$ cat src/rtl/cdu_pkg.sv
// Shared definitions for the cdu48 counter family.
//   CDU_DEF_WIDTH / CDU_DEF_MODULUS : default register width and count modulus
//   CDU_DIGIT_LIMIT                 : values at or above this have no two-digit decimal form
//   cdu_is_legal()                  : 1 when a counter value lies inside 0..modulus-1
package cdu_pkg;

  localparam int unsigned CDU_DEF_WIDTH   = 8;
  localparam int unsigned CDU_DEF_MODULUS = 100;
  localparam int unsigned CDU_DIGIT_LIMIT = 100;

  function automatic logic cdu_is_legal(input logic [31:0] value, input logic [31:0] modulus);
    return value < modulus;
  endfunction

endpackage

$ cat src/rtl/cdu48_up_counter_if.sv
// Counter control/status bundle.
//   ld, en, cai, d         : load strobe, count enable, carry-in, load data (master -> counter)
//   q, cao, ill, tens, ones : count value, carry-out, illegal flag, decimal digits (counter -> master)
interface cdu48_up_counter_if
  import cdu_pkg::*;
#(
  parameter int unsigned WIDTH = CDU_DEF_WIDTH
);
  logic             ld;
  logic             en;
  logic             cai;
  logic [WIDTH-1:0] d;
  logic [WIDTH-1:0] q;
  logic             cao;
  logic             ill;
  logic [3:0]       tens;
  logic [3:0]       ones;

  modport master (
    output ld, en, cai, d,
    input  q, cao, ill, tens, ones
  );

  modport slave (
    input  ld, en, cai, d,
    output q, cao, ill, tens, ones
  );
endinterface

$ cat src/rtl/cdu_digit_split.sv
// Combinational split of a 0..99 value into decimal tens/ones using compares and a
// subtract (no divider).
//   value      : binary input, 7 bits
//   force_zero : forces both digits to 0 (driven by the counter's illegal flag)
//   tens, ones : decimal digits; both 0 for values outside the two-digit range
module cdu_digit_split
  import cdu_pkg::*;
(
  input  logic [6:0] value,
  input  logic       force_zero,
  output logic [3:0] tens,
  output logic [3:0] ones
);
  localparam logic [6:0] Limit = 7'(CDU_DIGIT_LIMIT);

  logic found;

  always_comb begin
    tens  = 4'd0;
    ones  = 4'(value);
    found = 1'b0;
    // Largest multiple of ten not exceeding value picks the tens digit.
    for (int k = 9; k >= 1; k--) begin
      if (!found && value >= 7'(k * 10)) begin
        found = 1'b1;
        tens  = 4'(k);
        ones  = 4'(value - 7'(k * 10));
      end
    end
    if (force_zero || value >= Limit) begin
      tens = 4'd0;
      ones = 4'd0;
    end
  end
endmodule

$ cat src/rtl/cdu48_up_counter.sv
// Modulo-MODULUS up counter with clear, load, enable, cascade carry-in/out and decimal digits.
//   clk : rising-edge clock
//   cs  : synchronous active-high clear, highest priority
//   bus : slave side of cdu48_up_counter_if (ld/en/cai/d in; q/cao/ill/tens/ones out)
// Priority per edge: cs, ld, count, hold. Loaded values >= MODULUS freeze counting until
// cleared or reloaded.
module cdu48_up_counter
  import cdu_pkg::*;
#(
  parameter int unsigned WIDTH     = CDU_DEF_WIDTH,
  parameter int unsigned MODULUS   = CDU_DEF_MODULUS,
  parameter bit          DIGITS_EN = 1'b1
) (
  input logic                    clk,
  input logic                    cs,
  cdu48_up_counter_if.slave      bus
);
  // Terminal count held one bit wider so MODULUS == 2**WIDTH is representable.
  localparam logic [WIDTH:0] TopVal = (WIDTH + 1)'(MODULUS - 1);

  logic [WIDTH-1:0] q_q;
  logic [WIDTH-1:0] q_d;
  logic             ill;
  logic             at_top;
  logic             count;

  always_comb begin
    ill    = !cdu_is_legal(32'(q_q), 32'(MODULUS));
    at_top = ({1'b0, q_q} == TopVal);
    count  = bus.en & bus.cai & ~ill;
    q_d    = q_q;
    if (bus.ld) begin
      q_d = bus.d;
    end else if (count) begin
      // Wrap at terminal count means q_q + 1 never exceeds MODULUS-1, so no overflow.
      q_d = at_top ? '0 : q_q + 1'b1;
    end
  end

  always_ff @(posedge clk) begin
    if (cs) begin
      q_q <= '0;
    end else begin
      q_q <= q_d;
    end
  end

  assign bus.q   = q_q;
  assign bus.ill = ill;
  // Not gated by ld/cs: the next stage resolves its own priority.
  assign bus.cao = bus.cai & bus.en & at_top;

  if (DIGITS_EN) begin : g_digits
    logic [6:0] val7;
    assign val7 = 7'(q_q);
    cdu_digit_split u_split (
      .value      (val7),
      .force_zero (ill),
      .tens       (bus.tens),
      .ones       (bus.ones)
    );
  end else begin : g_no_digits
    assign bus.tens = 4'd0;
    assign bus.ones = 4'd0;
  end
endmodule

$ cat src/flat_wrapper.sv
// flat-port wrapper written by rule: the top's interface ports become plain ports
module cdu48_up_counter_flat import cdu_pkg::*;
#(
  parameter int unsigned WIDTH     = CDU_DEF_WIDTH,
  parameter int unsigned MODULUS   = CDU_DEF_MODULUS,
  parameter bit          DIGITS_EN = 1'b1
)
  (clk, cs, bus_ld, bus_en, bus_cai, bus_d, bus_q, bus_cao, bus_ill, bus_tens, bus_ones);
  cdu48_up_counter_if #(.WIDTH(WIDTH)) bus_i ();
  input logic clk;
  input logic cs;
  input wire logic [$bits(bus_i.ld)-1:0] bus_ld;
  input wire logic [$bits(bus_i.en)-1:0] bus_en;
  input wire logic [$bits(bus_i.cai)-1:0] bus_cai;
  input wire logic [$bits(bus_i.d)-1:0] bus_d;
  output wire logic [$bits(bus_i.q)-1:0] bus_q;
  output wire logic [$bits(bus_i.cao)-1:0] bus_cao;
  output wire logic [$bits(bus_i.ill)-1:0] bus_ill;
  output wire logic [$bits(bus_i.tens)-1:0] bus_tens;
  output wire logic [$bits(bus_i.ones)-1:0] bus_ones;
  assign bus_i.ld = bus_ld;
  assign bus_i.en = bus_en;
  assign bus_i.cai = bus_cai;
  assign bus_i.d = bus_d;
  assign bus_q = bus_i.q;
  assign bus_cao = bus_i.cao;
  assign bus_ill = bus_i.ill;
  assign bus_tens = bus_i.tens;
  assign bus_ones = bus_i.ones;
  cdu48_up_counter #(.WIDTH(WIDTH), .MODULUS(MODULUS), .DIGITS_EN(DIGITS_EN)) u_core (.clk(clk), .cs(cs), .bus(bus_i));
endmodule
$ cat config.mk
export PLATFORM = sky130hd
export DESIGN_NAME = cdu48_up_counter_flat
export DESIGN_NICKNAME = d
export VERILOG_FILES = /design/src/rtl/cdu_pkg.sv /design/src/rtl/cdu48_up_counter_if.sv /design/src/rtl/cdu_digit_split.sv /design/src/rtl/cdu48_up_counter.sv /design/src/flat_wrapper.sv
export SDC_FILE = /design/constraint.sdc
export NUM_CORES = 1
export LEC_CHECK = 0
export ABC_AREA = 1
export BUFFER_PORTS_ARGS = -buffer_cell sky130_fd_sc_hd__buf_2
export CAP_MARGIN = 5
export CORE_MARGIN = 10
export CORE_UTILIZATION = 57
export CTS_CLUSTER_SIZE = 12
export DETAILED_ROUTE_END_ITERATION = 6
export MAX_ROUTING_LAYER = met4
export PLACE_DENSITY = 0.94
export SETUP_SLACK_MARGIN = 0.05
export SLEW_MARGIN = 25
export SYNTH_ARGS = -nofsm -noshare
export SYNTH_HDL_FRONTEND = slang
export SYNTH_SLANG_ARGS = --single-unit
$ cat constraint.sdc
create_clock -name clk -period 3.51 [get_ports clk]
set_input_delay 0.5265 -clock clk [delete_from_list [all_inputs] [get_ports clk]]
set_output_delay 0.5265 -clock clk [all_outputs]
set_load 0.005 [all_outputs]
# Yosys cells after proc, flatten, opt, wreduce, memory -nomap -nowiden
# Index checks and enable logic that the tools add are counted.
[totals]
input_bits = 13
ff_bits = 8
ram_bits = 0
n_memories = 0
word_cells = 76
romBits = 0
latch_bits = 0
[classes]
reduce_logical = 19
div = 0
n_mul = 0
bitwise_logic = 3
mux = 31
magnitude_cmp = 11
addsub = 10
shifts = 0
n_eq_ne = 1
[ops]
columns = ["operator", "n"]
rows = [
  ["4-bit two-way mux", 20],
  ["7-bit >= comparator, second input constant", 4],
  ["8-bit two-way mux", 3],
  ["7-bit by 6-bit >= comparator with 1-bit output, second input constant", 3],
  ["4-bit subtractor, second input constant", 5],
  ["7-bit by 5-bit >= comparator with 1-bit output, second input constant", 2],
  ["1-bit logical NOT", 9],
  ["8-bit by 1-bit adder with 8-bit output, second input constant", 1],
  ["8-bit by 7-bit == test with 1-bit output, second input constant", 1],
  ["1-bit logical AND", 8],
  ["8-bit by 7-bit < comparator with 1-bit output, second input constant", 1],
  ["1-bit two-way mux", 8],
  ["4-bit by 3-bit subtractor with 4-bit output, second input constant", 2],
  ["7-bit by 4-bit >= comparator with 1-bit output, second input constant", 1],
  ["4-bit by 1-bit subtractor with 4-bit output, second input constant", 1],
  ["4-bit by 2-bit subtractor with 4-bit output, second input constant", 1],
  ["1-bit bitwise AND", 3],
  ["2-bit nonzero test", 1],
  ["1-bit logical OR", 1],
]

# Logic depth before layout (Yosys ltp)
# Gate-level depths: netlist of the first run.
[logic_depth]
word_depth = 27
mapped_depth = 16
depth_no_buf = 16

# By module
# From an unflattened synthesis of the first run, not the netlist that was laid out.
[hier_totals]
hier_cells = 219
hier_area_um2 = 1226.2
[modules_own_cells]
columns = ["module", "area_each_um2", "n_inst", "cells_per_inst"]
rows = [
  ["cdu_digit_split", 618.1, 1, 120],
  ["cdu48_up_counter", 608.1, 1, 99],
]

# Worst setup path after synthesis of the first run
# Ideal clock, no wire load.
[synth_timing]
kind = "reg-to-output"
startpoint = "reg u_core.q_q[1] (netlist: u_core.bus.q[1])"
endpoint = "out bus_ones[1]"
slack_ns = 1.264
stages_incl_launch_ff = 10
arrival_ns = 1.720
n_path_buf = 0
path_cell_list = "dfxtp_1 > ha_1 > inv_1 > o21ai_2 > inv_1 > nor3_2 > inv_1 > nand4_1 > o21ai_0 > a21oi_1"
[synth_via]
elab_chain_cells = 27
[synth_rtl]
columns = ["element", "line_no", "rtl"]
rows = [
  ["start, declared", "cdu48_up_counter.sv:21", "logic [WIDTH-1:0] q_q;"],
  ["start signal, assigned", "cdu48_up_counter.sv:44", "q_q <= q_d;"],
  ["7-bit >= comparator", "cdu_digit_split.sv:24", "if (!found && value >= 7'(k * 10)) begin"],
  ["1-bit two-way mux", "cdu_digit_split.sv:24", ""],
  ["1-bit logical NOT", "cdu_digit_split.sv:24", ""],
  ["1-bit logical AND", "cdu_digit_split.sv:24", ""],
  ["1-bit two-way mux", "cdu_digit_split.sv:24", ""],
  ["1-bit logical NOT", "cdu_digit_split.sv:24", ""],
  ["1-bit logical AND", "cdu_digit_split.sv:24", ""],
  ["1-bit two-way mux", "cdu_digit_split.sv:24", ""],
  ["[... 11 more ...]", "--", ""],
  ["1-bit two-way mux", "cdu_digit_split.sv:24", ""],
  ["1-bit logical NOT", "cdu_digit_split.sv:24", ""],
  ["1-bit logical AND", "cdu_digit_split.sv:24", ""],
  ["1-bit two-way mux", "cdu_digit_split.sv:24", ""],
  ["1-bit logical NOT", "cdu_digit_split.sv:24", ""],
  ["1-bit logical AND", "cdu_digit_split.sv:24", ""],
  ["4-bit two-way mux", "cdu_digit_split.sv:24", ""],
  ["4-bit two-way mux (*)", "cdu_digit_split.sv:30", "if (force_zero || value >= Limit) begin"],
  ["end, declared", "flat_wrapper.sv:20", "output wire logic [$bits(bus_i.ones)-1:0] bus_ones;"],
]
# Every way passes the cells marked *; elsewhere a longest branch is shown, timed or not.

# Worst setup path after layout of the first run
# Ends and elaborated chain as after synthesis.

==> results of run 1 <==
## per-layer routing
layer  up-vias  routed length [um]  global-route usage, %
met1       587                1510                   19.9
met3         2                 266                   4.24
met5         -                   0                      -
li1        711                   -                      -
met4         0                  11                   4.19
met2        68                1600                   26.8
## stage by stage
step                      hold slack (ns)  util [%]
after floorplan                     0.523         -
after CTS                           0.515      68.9
after global placement              0.539      67.8
final                               0.525      68.9
after detailed placement            0.548      67.8
after global routing                0.516      68.9
## power groups by stage
stage	logic, mW	clock network, mW	registers (mW)
global placement	0.172	0	0.119
CTS	0.176	0.0726	0.117
floorplan	0.131	0	0.110
detailed placement	0.173	0	0.119
global route	0.200	0.0787	0.119
finish	0.176	0.0700	0.118
## area by class of cell
cell class                 instances  share of cell area, %
multi-input combinational        157                   63.7
inverter                          34                   9.43
tap                               27                   2.47
sequential                         8                   11.7
timing repair buffer              30                   11.0
clock buffer                       3                   1.65
## tightest hold or removal path, cell delays in order
cell and delay, ns:
buf_2 0.09, nand2_1 0.05, a21oi_1 0.06
## how the worst max path moves through the flow
stage / to / from / slack (ns)
global route: bus_ones[2] / u_core.bus.q[2] / 0.40
floorplan: bus_ones[1] / u_core.bus.q[1] / 1.26
finish: bus_ones[1] / u_core.bus.q[1] / 0.63
detailed placement: bus_ones[3] / u_core.bus.q[2] / 0.93
global placement: bus_ones[1] / u_core.bus.q[3] / 0.95
CTS: bus_ones[3] / u_core.bus.q[1] / 0.64
## cells by family after synthesis
logic type	share of synthesized area, %
simple gates	47.5
buf+inv	14.9
compound gates	13.9
fa+ha+maj	8.26
flops	13.2
xor+xnor	2.17
## placed cells by master (no fill, tap or decap)
cell type / n
a21oi_1: 8
inv_2: 4
nor2_1: 21
nor3_2: 1
a221oi_1: 1
nand2_4: 3
o211ai_1: 1
xnor2_1: 1
o21ai_0: 6
xor2_1: 2
nand3_1: 19
nor3_1: 4
clkinv_2: 1
a311oi_1: 1
o31ai_2: 1
clkbuf_4: 3
inv_1: 29
a21oi_2: 5
nor3_4: 1
nand3_2: 1
nand2_1: 57
o21ai_2: 2
buf_2: 30
dfxtp_1: 8
nand2_2: 4
nand4_1: 7
nor2_2: 1
nor2_4: 2
ha_1: 8
==> metrics, run 1 <==
status finished clean; setup slack after layout about 0.63 ns; total power 0.363 mW; CTS Buffer Depth 2; CP most frequent cell inv_1; top cell type's share of synthesized area approximately 18%; worst hold path depth 3; clk sinks 8; I/O pin count 31; initial DRC count between 50 and 60; top area cells in the synthesized netlist nand2_1 18%, dfxtp_1 13%, inv_1 9.0%; sw frac around 43%; Cell Area, Synth approximately 1200 sq um; CP Buf/Inv Count 4; top cells by count, synth 57 x nand2_1, 29 x inv_1, 21 x nor2_1; Worst Hold End u_core.bus.q[0]; remaining antenna violation count 0; core area approximately 2000 sq um; cts bufs inserted 3; register area share after synthesis approximately an eighth; register area roughly 160 sq um; Final nets around 260; top_reg_cell synth dfxtp_1; worst-path fanout max 10; max reg flops 8; vias in the first global route roughly 1300; worst r2r dst u_core.bus.q[3]; placed cells 256; DR pass1 iterations 5; unrepaired setup endpoints after global routing false; largest area contributor in the netlist nand2_1; Reg power frac between 30% and 40%; Via-to-Cell Ratio roughly 5.3; setup TNS 0 ns; Die Ht about 66 um; critical path's slowest cell dfxtp_1; Setup Crit Path Kind reg -> out; post-synthesis net count 225; cell count along the critical path 10; GRT Total Usage between 15 and 20%; # DRC 0; routability congestion estimate from global placement slightly below 1; Port Buf Inserts 30; HPWL after DPL 2.64 mm; Pwr per Cell Area about 270 nW/um^2; reg2reg start u_core.bus.q[3]; Multi-input gate area 871 sq um; crit path cell chain ha_1 > inv_1 > o21ai_2 > inv_1 > nor3_2 > inv_1 > nand4_1 > o21ai_0 > a21oi_1 > buf_2; Synth async-reset ratio 0%; Routed WL ~3.4 mm; cell with the most instances after synthesis nand2_1; Pleak ~0.77 nW; die area approximately 4400 sq um; Yosys cell types 30; Max Fclk 0.347 GHz; Synth Instances 204; Int Power between 0.2 and 0.25 mW; Worst Setup End Kind output pin; # setup viols final 0; fill count about 170; worst hold path class in -> reg; Critical Path RT 2.98 ns; Layout Skew around 0.0022 ns; Mean Syn Cell Area approximately 5.9 sq um; clock latency on the worst-skew pair 0.25 ns; initial antenna violation count 0; Chip Width around 66 um; Ant. Diodes 0; worst slew pin tran ~0.5 ns; starting density of the core slightly above 60%; flops & latches, synth 8; Slew headroom roughly 67%; Layout Cells excl Fill ~260; Final Cycle Share between 80% and 90%; H-tree depth 1; CP Launch Type register; crit path DAT around 2.4 ns; Final Hold Viols 0; clk slew on worst S/H paths ~0.050 ns; TritonCTS clock tree done; EDFF count, synth 0; number of max-cap violations 0; VDD IR max a little under 0.3 mV; Area growth, synth to finish 12.8%; R2R depth 10; Critical Path Max Stage Delay between 0.5 and 0.6 ns; # rows 16; # hold bufs at CTS 0; average wire per standard cell ~13 um; Synth warnings 0; first-pass GRT wire length 5.83 mm; pin count of the biggest net entering global routing 12; hold_sp bus_d[0]; Logic pwr share about half; Clock Root Buffer clkbuf_4; Post CTS Setup Buffer Count 0; Final Critical Period 2.88 ns; layout cells sized above 1 approximately a quarter; total gr overflow 0; CP delay by family, top flip-flops; switching power 0.157 mW; Design Area, Final roughly 1400 sq um; DR vias between 1000 and 1500; worst slack at placement 0.933 ns; Placement Cell Area about 1300 sq um; r2r setup slk roughly 1.4 ns; PostCTS Resize Cnt 0; Clock power frac between 10% and 20%; max-slew violation count 0
(Power assumes the default switching activity.)
==> run 2, diff against run 1 <==
- ABC_AREA: 1 -> 0
- CORE_UTILIZATION: 57 -> 52
- PLACE_DENSITY: 0.94 -> 0.88
- clock period: 3.51 -> 3.02 ns (I/O delays scaled with it)
==> run 2 against run 1 <==
  * Clock skew is 0.0051 ns higher
  * Sequential power is 9% higher
  * Global-route usage grew 0.19 points
  * Count of clock-buffer cells in the layout is the same
  * Sequential share of layout area increased by 0.16 points
  * Die area up 2.3%
  * Area after synthesis is 5.8% lower
  * Final cell count down 14%
  * Synthesized cell count shrank 19%
  * Combinational power about the same
  * Largest cell class unchanged
  * Largest power group unchanged
==> metrics, run 2 <==
status finished clean (unchanged); Final nets 218 (was 255); CP Launch Type register (unchanged); Synth Instances 166 (was 204); crit path DAT 2.43 ns (was 2.36 ns); worst hold path depth 3 (unchanged); first-pass GRT wire length 5.93 mm (was 5.83 mm); clk slew on worst S/H paths 0.06 ns (was 0.05 ns); Routed WL 3.69 mm (was 3.39 mm); Chip Width 66.8 um (was 66.1 um); top_reg_cell synth dfxtp_1 (unchanged); max-slew violation count 0 (unchanged); vias in the first global route 1260 (was 1293); DR pass1 iterations 5 (unchanged); R2R depth 8 (was 10); setup TNS 0 ns (unchanged); unrepaired setup endpoints after global routing true (was false); TritonCTS clock tree done (unchanged); Yosys cell types 50 (was 30); Port Buf Inserts 30 (unchanged); Pleak 0.604 nW (was 0.774 nW); Placement Cell Area 1330 sq um (was 1340 sq um); max reg flops 8 (unchanged); Die Ht 66.8 um (was 66.1 um); starting density of the core 56.4% (was 61.1%); register area share after synthesis 14.0% (was 13.2%); Synth async-reset ratio 0% (unchanged); Critical Path Max Stage Delay 0.49 ns (was 0.59 ns); crit path cell chain ha_1 > a32o_1 > a2111o_1 > o32a_1 > o32ai_2 > buf_2 (was ha_1 > inv_1 > o21ai_2 > inv_1 > nor3_2 > inv_1 > nand4_1 > o21ai_0 > a21oi_1 > buf_2); Area growth, synth to finish 20.0% (was 12.8%); Ant. Diodes 0 (unchanged); Post CTS Setup Buffer Count 0 (unchanged); Clock Root Buffer clkbuf_4 (unchanged); core area 2020 sq um (was 1980 sq um); top cell type's share of synthesized area 14.0% (was 17.7%); VDD IR max 0.277 mV (was 0.289 mV); H-tree depth 1 (unchanged); Worst Setup End Kind output pin (unchanged); Pwr per Cell Area 289 nW/um^2 (was 266 nW/um^2); average wire per standard cell 16.6 um (was 13.1 um); Layout Skew 0.00736 ns (was 0.00222 ns); Final Critical Period 2.89 ns; I/O pin count 31 (unchanged); r2r setup slk 0.78 ns (was 1.44 ns); clk sinks 8 (unchanged); Synth warnings 0 (unchanged); initial DRC count 159 (was 58); # setup viols final 0 (unchanged); post-synthesis net count 187 (was 225); clock latency on the worst-skew pair 0.26 ns (was 0.25 ns); Slew headroom 56.7% (was 67.4%); top area cells in the synthesized netlist dfxtp_1 14%, ha_1 8.8%, nand2_1 6.6% (was nand2_1 18%, dfxtp_1 13%, inv_1 9.0%); Final Cycle Share 95.5%; Final Hold Viols 0 (unchanged); GRT Total Usage 16.8% (was 16.6%); worst r2r dst u_core.bus.q[6] (was u_core.bus.q[3]); cell count along the critical path 6 (was 10); Via-to-Cell Ratio 6.36 (was 5.28); total gr overflow 0 (unchanged); HPWL after DPL 2.83 mm (was 2.64 mm); number of max-cap violations 0 (unchanged); top cells by count, synth 20 x nand2_1, 16 x nor2_1, 10 x inv_1 (was 57 x nand2_1, 29 x inv_1, 21 x nor2_1); pin count of the biggest net entering global routing 21 (was 12); EDFF count, synth 0 (unchanged); largest area contributor in the netlist dfxtp_1 (was nand2_1); CTS Buffer Depth 2 (unchanged); cts bufs inserted 3 (unchanged); # rows 16 (unchanged); die area 4470 sq um (was 4370 sq um); reg2reg start u_core.bus.q[2] (was u_core.bus.q[3]); CP Buf/Inv Count 1 (was 4); critical path's slowest cell a2111o_1 (was dfxtp_1); remaining antenna violation count 0 (unchanged); most common cell after layout, fill and taps aside buf_2 (was nand2_1); Max Fclk 0.347 GHz; final hold slack 0.388 ns (was 0.525 ns); cell with the most instances after synthesis nand2_1 (unchanged); routability congestion estimate from global placement 1.13 (was 0.974); # DRC 0 (unchanged); DR vias 1412 (was 1368); layout cells sized above 1 25.6% (was 25.4%); Layout Utilization 67.7% (was 68.9%); worst hold path class in -> reg (unchanged); most frequent cells in the layout 30 x buf_2, 20 x nand2_1, 16 x nor2_1 (was 57 x nand2_1, 30 x buf_2, 29 x inv_1); Design Area, Final 1370 sq um (about the same); Mean Syn Cell Area 6.87 sq um (was 5.94 sq um); flops & latches, synth 8 (unchanged); Setup Crit Path Kind reg -> out (unchanged); worst-path fanout max 11 (was 10); worst setup path endpoint bus_ones[3] (was bus_ones[1]); Critical Path RT 2.57 ns (was 2.98 ns); worst slew pin tran 0.648 ns (was 0.489 ns); CP delay by family, top compound AO/OA/AOI/OAI gates (was flip-flops); Cell Area, Synth 1140 sq um (was 1210 sq um); Critical Path Start u_core.bus.q[2] (was u_core.bus.q[1]); initial antenna violation count 0 (unchanged)
-- run 2: cell count changes in the layout (fill, tap and decap cells not counted), moves of 4 or more --
cell,delta
nand2_1,-37
xnor2_1,+4
nand3_1,-14
nand2b_1,+6
buf_4,+7
nor4_1,+4
nand4_1,-5
nand2_2,-4
a21oi_2,-5
inv_1,-19
inv_2,-4
nor2_1,-5
-- run 2: cells by family (layout without fill, tap and decap cells) --
kind of cell    count (synthesis)  in the layout  share of synthesized area (%)
compound gates                 45             45                           28.3
xor+xnor                        6              6                           4.61
fa+ha+maj                       8              8                           8.77
buf+inv                        21             50                           7.57
flops                           8              8                           14.0
mux                             3              3                           2.63
simple gates                   75             75                           34.1
-- run 2: where the power goes --
part,internal (mW),switching [mW]
clock network,0.0458,0.0415
logic,0.0778,0.100
registers,0.113,0.0166
-- run 2: layout make-up --
cell class	count	area, sq um
Multi-Input combinational cell	137	910
Fill cell	178	653
Timing Repair Buffer	37	203
Sequential cell	8	163
Inverter	10	37.5
Tap cell	27	33.8
Clock buffer	3	22.5
-- run 2: how the worst min path moves through the flow --
stage,start,end,slack [ns]
2_1_floorplan,cs,u_core.bus.q[6],0.52
3_3_place_gp,u_core.bus.q[7],u_core.bus.q[7],0.54
3_5_place_dp,u_core.bus.q[7],u_core.bus.q[7],0.56
4_1_cts,bus_d[2],u_core.bus.q[2],0.39
5_1_grt,bus_d[2],u_core.bus.q[2],0.42
6_report,bus_d[2],u_core.bus.q[2],0.39
-- run 2: metrics by stage --
stage	std cells	total power, mW	worst slack (ns)
global placement	219	0.300	0.339
global route	222	0.421	0.0342
finish	222	0.395	0.135
detailed placement	219	0.302	0.304
floorplan	166	0.240	0.480
CTS	222	0.390	0.151
-- run 2: per-layer routing --
metal / global-route usage, % / vias to the layer above / share of wire [%]
met2: 25.0 / 100 / 45
li1: - / 672 / -
met3: 4.85 / 19 / 11
met4: 3.93 / 0 / 2.6
met1: 21.6 / 621 / 42
met5: - / - / 0
-- run 2: tightest hold or removal path, stage by stage --
cell and delay [ns]:
buf_2 0.08, nand2_1 0.04, o21ai_0 0.05
-- run 2: timing repair --
action,in CTS,in global routing
setup endpoints to repair,1,3
resized for setup,1,5
hold buffers,0,0
